File: config.mk
export PLATFORM = sky130hd
export DESIGN_NAME = serial_frame_rx_flat
export DESIGN_NICKNAME = d
export VERILOG_FILES = /design/src/rtl/serial_frame_rx_if.sv /design/src/rtl/serial_frame_rx.sv /design/src/flat_wrapper.sv
export SDC_FILE = /design/constraint.sdc
export NUM_CORES = 1
export LEC_CHECK = 0
export ABC_AREA = 1
export BUFFER_PORTS_ARGS = -buffer_cell sky130_fd_sc_hd__buf_4
export CORE_MARGIN = 10
export CORE_UTILIZATION = 35
export CTS_BUF_LIST = sky130_fd_sc_hd__clkbuf_2
export CTS_CLUSTER_SIZE = 12
export DETAILED_ROUTE_END_ITERATION = 12
export GPL_ROUTABILITY_DRIVEN = 0
export PLACE_DENSITY = 0.55
export SLEW_MARGIN = 20
export SYNTH_ARGS = -nofsm -noshare
export SYNTH_HDL_FRONTEND = slang
export SYNTH_SLANG_ARGS = --single-unit
File: constraint.sdc
create_clock -name Clock -period 1.2 [get_ports Clock]
set_input_delay 0.24 -clock Clock [delete_from_list [all_inputs] [get_ports Clock]]
set_output_delay 0.24 -clock Clock [all_outputs]
set_load 0.1 [all_outputs]
File: src/rtl/serial_frame_rx_if.sv
// Parallel-side bundle of the serial frame receiver: serial bit in, word/strobes out.
// The master drives Din and watches the results; the receiver is the slave.
interface serial_frame_rx_if #(
    parameter int WIDTH = 8
);
    logic             Din;
    logic [WIDTH-1:0] Dout;
    logic             Valid;
    logic             FrameErr;
    logic             Busy;

    modport master (
        output Din,
        input  Dout,
        input  Valid,
        input  FrameErr,
        input  Busy
    );

    modport slave (
        input  Din,
        output Dout,
        output Valid,
        output FrameErr,
        output Busy
    );
endinterface

File: src/rtl/serial_frame_rx.sv
// Receives one start bit, WIDTH data bits MSB-first, an optional even-parity bit and a
// zero stop bit, one bit per Clock edge. Good words go to Dout with a one-cycle Valid.
module serial_frame_rx #(
    parameter int WIDTH     = 8,
    parameter bit PARITY_EN = 1'b0
) (
    input  logic              Clock,
    input  logic              Reset,
    serial_frame_rx_if.slave  bus
);
    localparam int CW = (WIDTH > 2) ? $clog2(WIDTH) : 1;
    localparam logic [CW-1:0] CNT_LAST = CW'(WIDTH - 1);

    typedef enum logic [1:0] {
        IDLE,
        SHIFT,
        PARITY,
        STOP
    } state_t;

    state_t           state_reg;
    logic [CW-1:0]    cnt_reg;
    logic [WIDTH-1:0] sr_reg;
    logic [WIDTH-1:0] dout_reg;
    logic             par_reg;
    logic             par_ok_reg;
    logic             valid_reg;
    logic             frame_err_reg;
    logic             busy_reg;

    always_ff @(posedge Clock or posedge Reset) begin
        if (Reset) begin
            state_reg     <= IDLE;
            cnt_reg       <= '0;
            sr_reg        <= '0;
            dout_reg      <= '0;
            par_reg       <= 1'b0;
            par_ok_reg    <= 1'b0;
            valid_reg     <= 1'b0;
            frame_err_reg <= 1'b0;
            busy_reg      <= 1'b0;
        end else begin
            // Strobes are single-cycle: only the STOP branch can raise them.
            valid_reg     <= 1'b0;
            frame_err_reg <= 1'b0;
            case (state_reg)
                IDLE: begin
                    if (bus.Din) begin
                        state_reg <= SHIFT;
                        cnt_reg   <= '0;
                        sr_reg    <= '0;
                        par_reg   <= 1'b0;
                        busy_reg  <= 1'b1;
                    end
                end
                SHIFT: begin
                    sr_reg  <= {sr_reg[WIDTH-2:0], bus.Din};
                    par_reg <= par_reg ^ bus.Din;
                    // Counter saturates at the last data bit instead of wrapping.
                    if (cnt_reg == CNT_LAST) begin
                        state_reg <= PARITY_EN ? PARITY : STOP;
                    end else begin
                        cnt_reg <= cnt_reg + CW'(1);
                    end
                end
                PARITY: begin
                    par_ok_reg <= ~(par_reg ^ bus.Din);
                    state_reg  <= STOP;
                end
                STOP: begin
                    // A 1 here is a framing error, never a new start bit.
                    if (!bus.Din && (!PARITY_EN || par_ok_reg)) begin
                        dout_reg  <= sr_reg;
                        valid_reg <= 1'b1;
                    end else begin
                        frame_err_reg <= 1'b1;
                    end
                    state_reg <= IDLE;
                    busy_reg  <= 1'b0;
                end
                default: begin
                    state_reg <= IDLE;
                    busy_reg  <= 1'b0;
                end
            endcase
        end
    end

    assign bus.Dout     = dout_reg;
    assign bus.Valid    = valid_reg;
    assign bus.FrameErr = frame_err_reg;
    assign bus.Busy     = busy_reg;
endmodule

File: src/flat_wrapper.sv
// flat-port wrapper written by rule: the top's interface ports become plain ports
module serial_frame_rx_flat 
#(
    parameter int WIDTH     = 8,
    parameter bit PARITY_EN = 1'b0
)
  (Clock, Reset, bus_Din, bus_Dout, bus_Valid, bus_FrameErr, bus_Busy);
  serial_frame_rx_if #(.WIDTH(WIDTH)) bus_i ();
  input  logic Clock;
  input  logic Reset;
  input wire logic [$bits(bus_i.Din)-1:0] bus_Din;
  output wire logic [$bits(bus_i.Dout)-1:0] bus_Dout;
  output wire logic [$bits(bus_i.Valid)-1:0] bus_Valid;
  output wire logic [$bits(bus_i.FrameErr)-1:0] bus_FrameErr;
  output wire logic [$bits(bus_i.Busy)-1:0] bus_Busy;
  assign bus_i.Din = bus_Din;
  assign bus_Dout = bus_i.Dout;
  assign bus_Valid = bus_i.Valid;
  assign bus_FrameErr = bus_i.FrameErr;
  assign bus_Busy = bus_i.Busy;
  serial_frame_rx #(.WIDTH(WIDTH), .PARITY_EN(PARITY_EN)) u_core (.Clock(Clock), .Reset(Reset), .bus(bus_i));
endmodule
# == Word level (Yosys, flattened, before mapping) ==
# Index checks and enable logic that the tools add are counted.
# word_totals
ff_bits,24
inputBits,3
# op_classes
n_addsub,1
n_eq_ne,7
n_mux,14
bitwise_logic,1
n_reduce_logical,8
# op_table
op,count
one-hot mux 8 bit (2 select lines),1
two-way mux 8 bit,1
one-hot mux 2 bit (4 select lines),1
AND reduction 2 bit,4
two-way mux 3 bit,2
one-hot mux 3 bit (2 select lines),1
two-way mux 1 bit,5
equality test 2 bit (second input constant),2
two-way mux 2 bit,2
inequality test 2 bit (second input constant),2
nonzero test 2 bit,2
adder 3 x 1 -> 3 bit (second input constant),1
equality test 3 bit (second input constant),1
AND reduction 3 bit,1
equality test 2 x 1 -> 1 bit (second input constant),1
logical NOT 2 bit,1
inequality test 2 x 1 -> 1 bit (second input constant),1
one-hot mux 1 bit (2 select lines),1
NOT 1 bit,1

# == Depth between registers and ports, before layout ==
# Gate-level depths: netlist of run 1.
# logic_depth
ltp_word,3
mapped_depth,8
ltp_nobuf,8

# == Least setup slack after synthesis of run 1 ==
# No wires, ideal clock.
# synth_path
path_type,reg2reg
startpoint,"register, netlist name u_core.bus.Busy"
endpoint,"register u_core.busy_reg, in the netlist u_core.bus.Busy"
setup_time_ns,0.067
arrival_ns,1.159
setup_slack_ns,-0.026
path_stages_with_launch,3
path_buffers,0
period_less_slack_ns,1.226
path_cell_list,dfrtp_1 > o21ai_0 > inv_1
# synth_rtl
element,line,text
end signal: assignment,serial_frame_rx.sv:41,busy_reg <= 1'b0;
end signal: assignment,serial_frame_rx.sv:53,busy_reg <= 1'b1;
end signal: assignment,serial_frame_rx.sv:79,busy_reg <= 1'b0;
end: declaration,serial_frame_rx.sv:29,logic busy_reg;

# == Final worst setup path of run 1 ==
# layout_path
startpoint,"register u_core.busy_reg, in the netlist u_core.bus.Busy"
endpoint,output port bus_Busy
# layout_rtl
element,line,text
end: declaration,flat_wrapper.sv:15,output wire logic [$bits(bus_i.Busy)-1:0] bus_Busy;
# No word-level cell between the ends.

==> flow_metrics.env, run 1 <==
export IMPL_status="finished, violations left"
export IMPL_violations="setup timing"
export IMPL_fin_skew_ns=0.02101
export IMPL_rows=20
export IMPL_grt_usage_pct=8.738
export IMPL_portBuffers=13
export IMPL_antenna_found_initial=0
export IMPL_synth_adder_area_share_pct=8.083
export IMPL_dp_slack_ns=-0.09104
export IMPL_cts_sinks=24
export IMPL_h_tree_depth=1
export IMPL_clockBufferDepth=2
export IMPL_drc=0
export IMPL_crit_type="reg -> out"
export IMPL_worst_path_max_fanout=2
export IMPL_grt_pass1_wl_mm=3.905
export IMPL_syn2layout_area_growth_pct=49.54
export IMPL_syn_nets=137
export IMPL_rsz0062_at_grt="yes"
export IMPL_synthSimpleGateAreaFrac_pct=29.68
export IMPL_die_h_um=75.64
export IMPL_synth_xor_area_share_pct=0
export IMPL_stdcell_area_um2=1620
export IMPL_insertion_delay_ns=0.35
export IMPL_synth_area_mux_share_pct=0
export IMPL_critPathBufInv=1
export IMPL_ios=14
export IMPL_synth_area_per_cell_um2=8.532
export IMPL_period_share_pct=104.0
export IMPL_finalPower_mw=3.774
export IMPL_dr_total_vias=889
export IMPL_final_setup_tns_ns=-0.3307
export IMPL_cp_required_ns=0.96
export IMPL_cp_start_kind="flip-flop"
export IMPL_syn_area_um2=1084
export IMPL_setup_viol=16
export IMPL_post_place_cells=180
export IMPL_cpPeakStageDelay_ns=0.48
export IMPL_yosysSeqAreaShare_pct=55.43
export IMPL_peakVddDrop_mv=1.008
export IMPL_power_switching_mw=1.786
export IMPL_fmax_ghz=0.8016
export IMPL_p_clk_share_pct=8.9
export IMPL_p_sw_share_pct=47.34
export IMPL_synth_distinct_cells=12
export IMPL_coreArea_um2=3003
export IMPL_hpwl_mm=1.588
export IMPL_routed_wirelength_mm=2.290
export IMPL_yosysWarnings=0
export IMPL_fin_util_pct=53.96
export IMPL_die_area_um2=5721
export IMPL_dr_pass1_iters=4
export IMPL_wl_per_cell_um=11.93
export IMPL_initialDrtViolationCount=50
export IMPL_cts_tree="done"
export IMPL_path_cells="buf_12"
export IMPL_drv_slew=0
export IMPL_min_path_type="in -> reg"
export IMPL_powerDensity_nw_per_um2=2329
export IMPL_internal_power_mw=1.987
export IMPL_hold_violations=0
export IMPL_root_buffer="clkbuf_2"
export IMPL_fin_cells=192
export IMPL_grt_pass1_vias=914
export IMPL_finalWorstSetupSlack_ns=-0.04743
export IMPL_die_x_um=75.64
export IMPL_viasPerCell=4.630
export IMPL_synth_compound_area_share_pct=0.9238
export IMPL_antennaDiodeCount=0
export IMPL_p_comb_share_pct=60.4
export IMPL_start_util_pct=36.08
export IMPL_max_cap_violations=0
export IMPL_place_area_um2=1276
export IMPL_ys_ff_latch=24
export IMPL_pwr_share_seq_pct=30.7
export IMPL_timing_critical_path_slowest_stage_cell="dfrtp_2"
export IMPL_drtAntennaViolNets=0
export IMPL_synthCells=127
export IMPL_worstMarginPinSlew_ns=0.3081
export IMPL_clkTransAtPathRegs_ns=0.24
export IMPL_relSlewSlack_pct=79.46
export IMPL_holdWs_ns=0.09623
export IMPL_grt_max_degree=25
export IMPL_end_kind="output pin"
export IMPL_synth_top_family_by_area="simple AND/OR/NAND/NOR gates"
export IMPL_critPathTopFamily="flip-flops"
export IMPL_min_period_ns=1.247
export IMPL_drive_above_1_share_pct=38.36
export IMPL_numCtsBuffers=3
export IMPL_nNetsFinal=170
export IMPL_critPathArrivalTime_ns=1.01
export IMPL_p_leak_nw=0.9001
export IMPL_grt_overflow_total=0
[worst min-delay path, cell delays in order]
cell and delay, ns:
buf_4 0.13, nand2_1 0.05, inv_1 0.03
[metal layers]
| metal | up-vias | routed length, um | global-route usage (%) |
|---|---|---|---|
| li1 | 453 | - | - |
| met1 | 413 | 960 | 10.26 |
| met2 | 16 | 1176 | 14.64 |
| met3 | 7 | 96 | 2.083 |
| met4 | 0 | 57 | 4.124 |
| met5 | - | 0 | 0 |
[power groups by stage]
stage               Combinational (mW)  Clock, mW  Sequential (mW)
global placement                  1.62          0             1.12
global route                      2.48      0.387             1.19
floorplan                        0.736          0             1.61
detailed placement                1.64          0             1.13
finish                            2.28      0.335             1.16
CTS                               2.14      0.347             1.16
[Yosys cell counts]
cell type | instances | area share, %
nand3_1 | 13 | 6.0
inv_1 | 13 | 4.5
ha_1 | 7 | 8.1
nand2_4 | 1 | 1.0
inv_2 | 2 | 0.69
o21ai_1 | 1 | 0.46
nor2_1 | 1 | 0.35
nand2_2 | 2 | 1.2
o21ai_0 | 1 | 0.46
dfrtp_1 | 24 | 55
nand2_1 | 61 | 21
buf_4 | 1 | 0.69
[what timing repair did]
item                                    CTS  global route
endpoints found under the setup margin   24            32
buffers inserted                          4             2
cloned                                    1             0
pin swaps                                 7            13
hold buffers                              1             0
endpoints found under the hold margin    24             0
gates resized for setup                  53            17
[kinds of logic (layout without fill, tap and decap cells)]
group | after synthesis | after routing
simple gates | 78 | 79
flops | 24 | 24
buf+inv | 16 | 47
fa+ha+maj | 7 | 7
compound gates | 2 | 2
[cell usage in the layout, fill, tap and decap left out]
cell            n
dlygate4sd3_1   1
inv_6           1
dfrtp_2         2
buf_6           3
nand2_2         9
inv_2           4
ha_4            4
nand3_4         1
buf_12          9
buf_8           2
clkbuf_2        4
nand3_1        12
buf_4          13
nand2_4         5
inv_1           8
dfrtp_1        22
ha_2            2
nor2_1          1
inv_4           2
o21ai_0         1
nand2_1        51
o21ai_1         1
ha_1            1
[final cells by class]
cell class / count / area [um2]
inverter: 15 / 66.31
tap: 33 / 41.29
fill: 262 / 1383
multi-input combinational: 88 / 538.0
clock buffer: 4 / 20.02
timing repair buffer: 28 / 351.6
sequential: 24 / 603.1
[path summary, 6_finish.rpt]
| check | from | to | slack [ns] | cells past startpoint |
|---|---|---|---|---|
| max | u_core.bus.Busy | bus_Busy | -0.05 | 1 |
| min | bus_Din | u_core.bus.FrameErr | 0.1 | 3 |
| max reg2reg | u_core.state_reg[1] | u_core.sr_reg[6] | -0.03 | 8 |
| min reg2reg | u_core.sr_reg[7] | u_core.bus.Dout[7] | 0.51 | 2 |
| max in group asynchronous | Reset | u_core.sr_reg[3] | 0.50 | 4 |
| min in group asynchronous | Reset | u_core.bus.Dout[0] | 0.44 | 4 |
Note: power is estimated with default switching activity, not from simulation.
==> run 2, diff against run 1 <==
--- a/config.mk
+++ b/config.mk
@@ -5,7 +5,7 @@
 export SDC_FILE = /design/constraint.sdc
 export NUM_CORES = 1
 export LEC_CHECK = 0
-export ABC_AREA = 1
+export ABC_AREA = 0
 export BUFFER_PORTS_ARGS = -buffer_cell sky130_fd_sc_hd__buf_4
 export CORE_MARGIN = 10
 export CORE_UTILIZATION = 35
@@ -14,7 +14,6 @@
 export DETAILED_ROUTE_END_ITERATION = 12
 export GPL_ROUTABILITY_DRIVEN = 0
 export PLACE_DENSITY = 0.55
-export SLEW_MARGIN = 20
 export SYNTH_ARGS = -nofsm -noshare
 export SYNTH_HDL_FRONTEND = slang
 export SYNTH_SLANG_ARGS = --single-unit
==> run 2 against run 1 <==
  * The run still ends with setup timing left
  * Critical path depth up 4
  * Clock-buffer cell count is 1 lower
  * Via count decreased by 17%
  * Worst setup slack got worse by 0.24 ns
  * Clock skew decreased by 0.016 ns
  * Area after synthesis decreased by 0.81%
==> flow_metrics.env, run 2 <==
export IMPL_clkTransAtPathRegs_ns=0.24
export IMPL_die_h_um=75.42
export IMPL_h_tree_depth=1
export IMPL_path_cells="buf_6 -> ha_4 -> a211oi_4 -> buf_4 -> mux2i_1"
export IMPL_synth_area_per_cell_um2=11.81
export IMPL_syn_nets=101
export IMPL_finalWorstSetupSlack_ns=-0.2830
export IMPL_peakVddDrop_mv=1.450
export IMPL_synth_distinct_cells=18
export IMPL_place_area_um2=1365
export IMPL_ios=14
export IMPL_p_clk_share_pct=12.9
export IMPL_nNetsFinal=135
export IMPL_yosys_top_cells_count="24 x dfrtp_1, 18 x nand2_1, 9 x mux2_2"
export IMPL_grt_usage_pct=7.989
export IMPL_yosysWarnings=0
export IMPL_synth_top_area_share_pct=55.88
export IMPL_fmax_ghz=0.6743
export IMPL_start_util_pct=35.79
export IMPL_rsz0062_at_grt="yes"
export IMPL_critPathArrivalTime_ns=1.77
export IMPL_synthCells=91
export IMPL_dr_total_vias=739
export IMPL_period_share_pct=123.6
export IMPL_final_common_cell="dfrtp_1"
export IMPL_drv_slew=0
export IMPL_status="finished, violations left"
export IMPL_cp_start_kind="flip-flop"
export IMPL_yosysSeqAreaShare_pct=55.88
export IMPL_viasPerCell=4.707
export IMPL_antenna_found_initial=0
export IMPL_drc=0
export IMPL_max_cap_violations=0
export IMPL_internal_power_mw=2.495
export IMPL_min_period_ns=1.483
export IMPL_initialDrtViolationCount=53
export IMPL_cp_required_ns=1.49
export IMPL_setup_viol=32
export IMPL_insertion_delay_ns=0.34
export IMPL_synth_ff_type="dfrtp_1"
export IMPL_p_leak_nw=0.7810
export IMPL_grt_max_degree=25
export IMPL_layout_common_cells="22 x dfrtp_1, 18 x nand2_1, 15 x buf_4"
export IMPL_powerDensity_nw_per_um2=2588
export IMPL_antennaDiodeCount=0
export IMPL_wl_per_cell_um=13.43
export IMPL_drtAntennaViolNets=0
export IMPL_async_flop_share_pct=100.0
export IMPL_holdWs_ns=0.1759
export IMPL_power_switching_mw=1.734
export IMPL_dr_pass1_iters=2
export IMPL_hpwl_mm=1.368
export IMPL_final_setup_tns_ns=-4.894
export IMPL_syn2layout_area_growth_pct=52.04
export IMPL_grt_pass1_vias=745
export IMPL_p_comb_share_pct=59.6
export IMPL_die_area_um2=5687
export IMPL_drive_above_1_share_pct=47.58
export IMPL_synth_largest_area_cell="dfrtp_1"
export IMPL_cts_sinks=24
export IMPL_clockBufferDepth=2
export IMPL_grt_overflow_total=0
export IMPL_routed_wirelength_mm=2.108
export IMPL_root_buffer="clkbuf_2"
export IMPL_grt_pass1_wl_mm=3.477
export IMPL_ys_ff_latch=24
export IMPL_relSlewSlack_pct=79.98
export IMPL_crit_type="reg -> reg"
export IMPL_cpPeakStageDelay_ns=0.50
export IMPL_end_kind="flip-flop"
export IMPL_worstMarginPinSlew_ns=0.3003
export IMPL_portBuffers=13
export IMPL_synth_edff_count=0
export IMPL_cts_tree="done"
export IMPL_dp_slack_ns=-0.2739
export IMPL_stdcell_area_um2=1634
export IMPL_synth_area_leaders="dfrtp_1 56%, mux2_2 9.4%, ha_1 8.1%"
export IMPL_p_sw_share_pct=41.01
export IMPL_fin_skew_ns=0.004583
export IMPL_worst_path_max_fanout=5
export IMPL_hold_violations=0
export IMPL_die_x_um=75.42
export IMPL_violations="setup timing"
export IMPL_timing_critical_path_slowest_stage_cell="dfrtp_2"
export IMPL_synth_most_common_cell="dfrtp_1"
export IMPL_fin_util_pct=54.42
export IMPL_coreArea_um2=3003
export IMPL_numCtsBuffers=3
export IMPL_pwr_share_seq_pct=27.5
export IMPL_syn_area_um2=1075
export IMPL_rows=20
export IMPL_min_path_type="in -> reg"
## run 2: cell count changes after synthesis, moves of 3 or more
cell	change
mux2i_1	+5
nand2_1	-43
o21ai_0	+6
inv_1	-5
buf_2	+3
nand3_1	-13
mux2_2	+9
## run 2: final timing paths
kind,cells after the start,slack (ns),from,to
max in group asynchronous,4,0.50,Reset,u_core.state_reg[0]
min in group asynchronous,4,0.44,Reset,u_core.cnt_reg[0]
worst max register to register,5,-0.28,u_core.state_reg[0],u_core.cnt_reg[1]
worst max-delay path,5,-0.28,u_core.state_reg[0],u_core.cnt_reg[1]
worst min register to register,2,0.54,u_core.sr_reg[7],u_core.sr_reg[7]
worst min-delay path,2,0.18,bus_Din,u_core.bus.FrameErr
## run 2: power groups by stage
stage / clock network, mW / logic [mW] / registers, mW
6_report: 0.546 / 2.52 / 1.16
5_1_grt: 0.592 / 2.68 / 1.19
4_1_cts: 0.554 / 2.42 / 1.16
3_5_place_dp: 0 / 2.10 / 1.13
3_3_place_gp: 0 / 2.06 / 1.13
2_1_floorplan: 0 / 0.887 / 1.69
## run 2: area by class of cell
| cell class | count | area (um2) |
|---|---|---|
| multi-input cells | 56 | 500.5 |
| clock buffers | 3 | 15.01 |
| clock inverters | 1 | 30.03 |
| flip-flops and latches | 24 | 603.1 |
| well taps | 33 | 41.29 |
| fillers | 263 | 1369 |
| repair buffers | 32 | 414.1 |
| inverters | 8 | 30.03 |
## run 2: critical path: cells and delay by family (launching register included)
family / cells / cell delay [ns]
AO/OA/AOI/OAI: 1 / 0.28
adder cells (fa/ha/maj): 1 / 0.17
buffers and inverters: 2 / 0.30
flip-flops: 1 / 0.50
multiplexers: 1 / 0.18
## run 2: cells by family after synthesis
family / after synthesis / synth area share (%)
flops: 24 / 55.88
fa+ha+maj: 7 / 8.149
compound gates: 11 / 7.101
buf+inv: 11 / 4.191
mux: 15 / 15.48
simple gates: 23 / 9.197
## run 2: per-stage QoR
stage	instances	total power [mW]
2_1_floorplan	91	2.577
3_3_place_gp	149	3.190
3_5_place_dp	149	3.228
4_1_cts	156	4.132
5_1_grt	157	4.465
6_report	157	4.229
## run 2: repair_timing
item	in CTS	in global routing
hold endpoints to repair	24	0
resized for setup	35	9
hold buffers	1	0
buffers inserted	1	1
setup endpoints to repair	32	33
pin swaps	3	0
cloned	1	0
## run 2: metal layers
layer	share of wire (%)	global-route usage, %
met5	0	0
met4	0.52	1.856
met3	4.1	2.734
met2	52	14.26
met1	43	8.894
